### config.mk
export PLATFORM = sky130hd
export DESIGN_NAME = store_data_buffer
export DESIGN_NICKNAME = d
export VERILOG_FILES = /design/src/rtl/store_data_buffer.sv
export SDC_FILE = /design/constraint.sdc
export NUM_CORES = 1
export LEC_CHECK = 0
export ABC_AREA = 1
export CELL_PAD_IN_SITES_DETAIL_PLACEMENT = 1
export CELL_PAD_IN_SITES_GLOBAL_PLACEMENT = 2
export CORE_MARGIN = 4
export CORE_UTILIZATION = 39
export DETAILED_ROUTE_END_ITERATION = 8
export PLACE_DENSITY = 0.8
export SYNTH_ARGS = -nofsm -noshare
export SYNTH_HDL_FRONTEND = slang
export SYNTH_SLANG_ARGS = --single-unit
### constraint.sdc
create_clock -name clk -period 5.2 [get_ports clk]
set_input_delay 1.04 -clock clk [delete_from_list [all_inputs] [get_ports clk]]
set_output_delay 1.04 -clock clk [all_outputs]
set_load 0.01 [all_outputs]
### src/rtl/store_data_buffer.sv
// store_data_buffer: FIFO of lane-aligned stores between the MEM stage and data memory.
// Optional tail-entry store merging is enabled by defining STORE_MERGE_EN.
module store_data_buffer #(
  parameter int DEPTH = 4
) (
  input  logic                       clk,
  input  logic                       rst,
  input  logic                       st_valid,
  output logic                       st_ready,
  input  logic [31:0]                st_addr,
  input  logic [31:0]                st_data,
  input  logic [2:0]                 store_option,
  output logic                       mem_wvalid,
  input  logic                       mem_wready,
  output logic [31:0]                mem_waddr,
  output logic [31:0]                mem_wdata,
  output logic [3:0]                 mem_wstrb,
  output logic                       misalign,
  output logic [$clog2(DEPTH):0]     level
);
  localparam int AW = $clog2(DEPTH);
  localparam int LW = AW + 1;
  localparam logic [LW-1:0] FULL = LW'(DEPTH);
  logic [29:0]   addr_q [DEPTH];
  logic [31:0]   data_q [DEPTH];
  logic [3:0]    strb_q [DEPTH];
  logic [AW-1:0] head, tail, last;
  logic [LW-1:0] cnt;
  logic [31:0]   wdata;
  logic [3:0]    wstrb;
  logic          mis, acc, push, pop, merge;
  always_comb begin
    wdata = store_option == 3'b000 ? {4{st_data[7:0]}} :
            store_option == 3'b001 ? {2{st_data[15:0]}} : st_data;
    wstrb = store_option == 3'b000 ? 4'b0001 << st_addr[1:0] :
            store_option == 3'b001 ? 4'b0011 << st_addr[1:0] : 4'b1111;
    mis   = store_option == 3'b001 ? st_addr[0] :
            store_option == 3'b010 ? |st_addr[1:0] : store_option != 3'b000;
  end
  assign last = tail - AW'(1);
`ifdef STORE_MERGE_EN
  // Tail is only mergeable when it is not the head, so a pending memory write never changes.
  assign merge = st_valid && !mis && cnt >= LW'(2) && addr_q[last] == st_addr[31:2];
`else
  assign merge = 1'b0;
`endif
  assign st_ready   = cnt < FULL || merge;
  assign acc        = st_valid && st_ready;
  assign push       = acc && !mis && !merge;
  assign pop        = mem_wvalid && mem_wready;
  assign mem_wvalid = cnt != '0;
  assign mem_waddr  = {addr_q[head], 2'b00};
  assign mem_wdata  = data_q[head];
  assign mem_wstrb  = strb_q[head];
  assign level      = cnt;
  always_ff @(posedge clk) begin
    if (rst) begin
      head     <= '0;
      tail     <= '0;
      cnt      <= '0;
      misalign <= 1'b0;
    end else begin
      if (push) tail <= tail + AW'(1);
      if (pop) head <= head + AW'(1);
      cnt      <= cnt + LW'(push) - LW'(pop);
      misalign <= acc && mis;
    end
  end
  always_ff @(posedge clk) begin
    if (push) begin
      addr_q[tail] <= st_addr[31:2];
      data_q[tail] <= wdata;
      strb_q[tail] <= wstrb;
    end
    if (merge) begin
      for (int i = 0; i < 4; i++)
        if (wstrb[i]) data_q[last][8*i +: 8] <= wdata[8*i +: 8];
      strb_q[last] <= strb_q[last] | wstrb;
    end
  end
endmodule

==> metrics.txt <==
critical path class=flop to primary output; CTS buffer count=30; P per Cell Area=430 nW/um2; GRT Total Usage=0.171; Leak Pwr=4.59 nW; hold buffers post-CTS=0; GRT Residual Overflow=0; register area share after synthesis=0.715; setup TNS=0 ns; TritonCTS clock tree=yes; mean routed wirelength per cell=20.3 um; Skew-Pair Late Insertion Delay=0.54 ns; worst min path class=flop to flop; Fmax=0.254 GHz; Peak supply drop=240 uV; Finished Cell Area=14000 um2; Critical Path Fanout Max=61; Initial Util=0.396; first drt pass iteration count=4; outcome=finished, final reports clean; final worst-path cycle share=0.758; clk sink count=274; CP startpoint kind=flop; area of the multi-input gates=2820 um2; Worst-Margin Slew=0.939 ns; Cell Int Power=4.28 mW; vias in the first global route=7336; Syn. warnings=0; Worst Reg-to-Reg Cells=9; Post-Syn Area per Cell=14.1 um2; first-pass GRT wire length=41.8 mm; die width=179 um; filler instances=2879; final hold vios=0; I/O Buffers=142; core area=28700 um2; top cell type's share of synthesized area=0.697; Clk pwr share=0.310; mux cell area share after synthesis=0; Post-synth top cells=edfxtp_1, o21ai_0, nor2_1; die area=31900 um2; n_diodes=0; Post-Synth Adder-Cell Area=0.0128; post-route minimum period=3.94 ns; Reg area=8130 um2; Setup Skew=0.0232 ns; main combinational cell family by area after synthesis=compound AO/OA/AOI/OAI gates; postcts setup bufs=0; drt first-iter violations=419; EDFF count, synth=264; drt total wl=27.3 mm; Slew Limit Headroom=0.373; fraction of synthesized cell area in xor and xnor cells=0; Distinct cells, synth=29; Final ANT Viol Nets=0; fraction of registers with async set/reset=0; Longest Clk Path Bufs=3; Synth Register Bits=274; Req. time, crit path=4.16 ns; Compound-Gate Fraction of Synth Area=0.130; RSZ-0062 raised after global routing=false; vias per cell=5.05; Critical Path End Type=primary output; Simple-Gate Fraction of Synth Area=0.102; pin count of the biggest net entering global routing=67; Pins Over Slew Limit=0; clock tree root buffer cell=clkbuf_16; Area contributors post-synth=edfxtp_1, o21ai_0, o22ai_2; Detailed Place HPWL=16.7 mm; sw frac=0.288; Hold Crit Depth=2; # H-tree levels=1; DRC=0; switching power=1.73 mW; Worst EP arrival=2.90 ns; prevailing post-synth register cell=edfxtp_1; Post-CTS Resized=0; fraction of layout cells with a size suffix above 1=0.161; die height=179 um; post-synthesis cell area=11400 um2; fin nets=1028; Worst-path clk slew=0.06 ns; count of max-cap constraint violations=0; most frequent cell after synthesis=edfxtp_1; top-level port count=145; Synth-to-Final Area Change=23.0%; Placer Congestion=0.703; via count=6808; Comb pwr share=0.266; cells after synthesis=805; Placement Cell Area=13100 um2; Seq pwr share=0.424; final setup vio count=0; antenna violations before repair=0; Site Rows=62; area leader, netlist=edfxtp_1
-- area by class of cell --
class / count / share of cell area
Clock buffer: 40 / 0.0579
Clock inverter: 10 / 0.00331
Inverter: 30 / 0.00841
Multi-Input combinational cell: 453 / 0.202
Sequential cell: 274 / 0.582
Tap cell: 384 / 0.0344
Timing Repair Buffer: 157 / 0.112
-- layout by cell type, fill, tap and decap left out --
master / synthesis / layout
o211ai_1: 7 / 7
dfxtp_4: 0 / 1
nor3b_1: 1 / 1
inv_1: 26 / 26
nand2_1: 61 / 61
or2_2: 1 / 1
o22ai_2: 40 / 40
dfxtp_1: 10 / 8
o21ai_2: 5 / 5
nand3_1: 5 / 5
nor2_2: 6 / 6
fa_1: 1 / 1
nor2_4: 41 / 45
dfxtp_2: 0 / 1
o22ai_1: 26 / 26
clkinv_2: 0 / 3
nor3_1: 2 / 2
edfxtp_1: 264 / 264
clkinv_1: 0 / 6
clkbuf_16: 0 / 31
ha_1: 10 / 10
buf_12: 5 / 3
clkdlybuf4s50_1: 0 / 142
o21ai_1: 16 / 16
nand2_2: 2 / 2
nor2_1: 99 / 95
buf_4: 4 / 12
inv_2: 3 / 3
a21oi_1: 9 / 9
clkbuf_1: 22 / 9
o21ai_0: 119 / 119
conb_1: 1 / 2
inv_6: 1 / 2
-- sequential cells by signal (all words and copies together) (netlist names), named ones only --
| name | count |
|---|---|
| addr_q | 120 |
| misalign | 1 |
| strb_q | 16 |
| tail | 2 |
| head | 2 |
| data_q | 128 |
| level | 3 |
-- logic make-up (layout without fill, tap and decap cells) --
logic type / after synthesis / in the layout
AND/OR/NAND/NOR: 218 / 218
flip-flops: 274 / 274
AO/OA/AOI/OAI: 222 / 222
adder cells (fa/ha/maj): 11 / 11
other: 1 / 2
buffers and inverters: 79 / 237
-- routing by layer --
metal / vias to the layer above / global-route usage / wire length [um]
met5: - / 0 / 0
met4: 0 / 0.0381 / 380
met3: 34 / 0.0238 / 1370
met2: 156 / 0.300 / 13500
met1: 3392 / 0.226 / 12000
li1: 3226 / - / -
-- path summary, 6_finish.rpt --
check / from / slack (ns) / end
worst min register to register: head[1] / 0.52 / flop
worst max register to register: level[2] / 2.89 / level[2]
worst min-delay path: head[1] / 0.52 / flop
worst max-delay path: flop / 1.26 / mem_wdata[15]
-- critical path, cell delays in order, from the launching register on --
cell	delay, ns
dfxtp_4	0.44
inv_6	0.51
buf_4	0.46
o21ai_0	0.18
o22ai_2	0.18
clkdlybuf4s50_1	0.57
-- power groups by stage --
stage / clock network (mW) / registers [mW] / logic (mW)
after global placement: 0 / 2.59 / 1.60
final: 1.87 / 2.55 / 1.60
after detailed placement: 0 / 2.60 / 1.62
after global routing: 2.02 / 2.56 / 1.75
after CTS: 1.92 / 2.55 / 1.63
after floorplan: 0 / 2.58 / 0.937
-- metrics by stage --
stage	hold WS (ns)	power (mW)	utilization	worst slack (ns)	std cells
detailed placement	0.510	4.22	0.457	1.63	1298
finish	0.518	6.01	0.487	1.26	1348
CTS	0.519	6.10	0.487	1.19	1348
global route	0.547	6.33	0.487	1.08	1348
global placement	0.491	4.20	0.457	1.71	1298
floorplan	0.459	3.52	-	0.322	806
(Power assumes the default switching activity.)
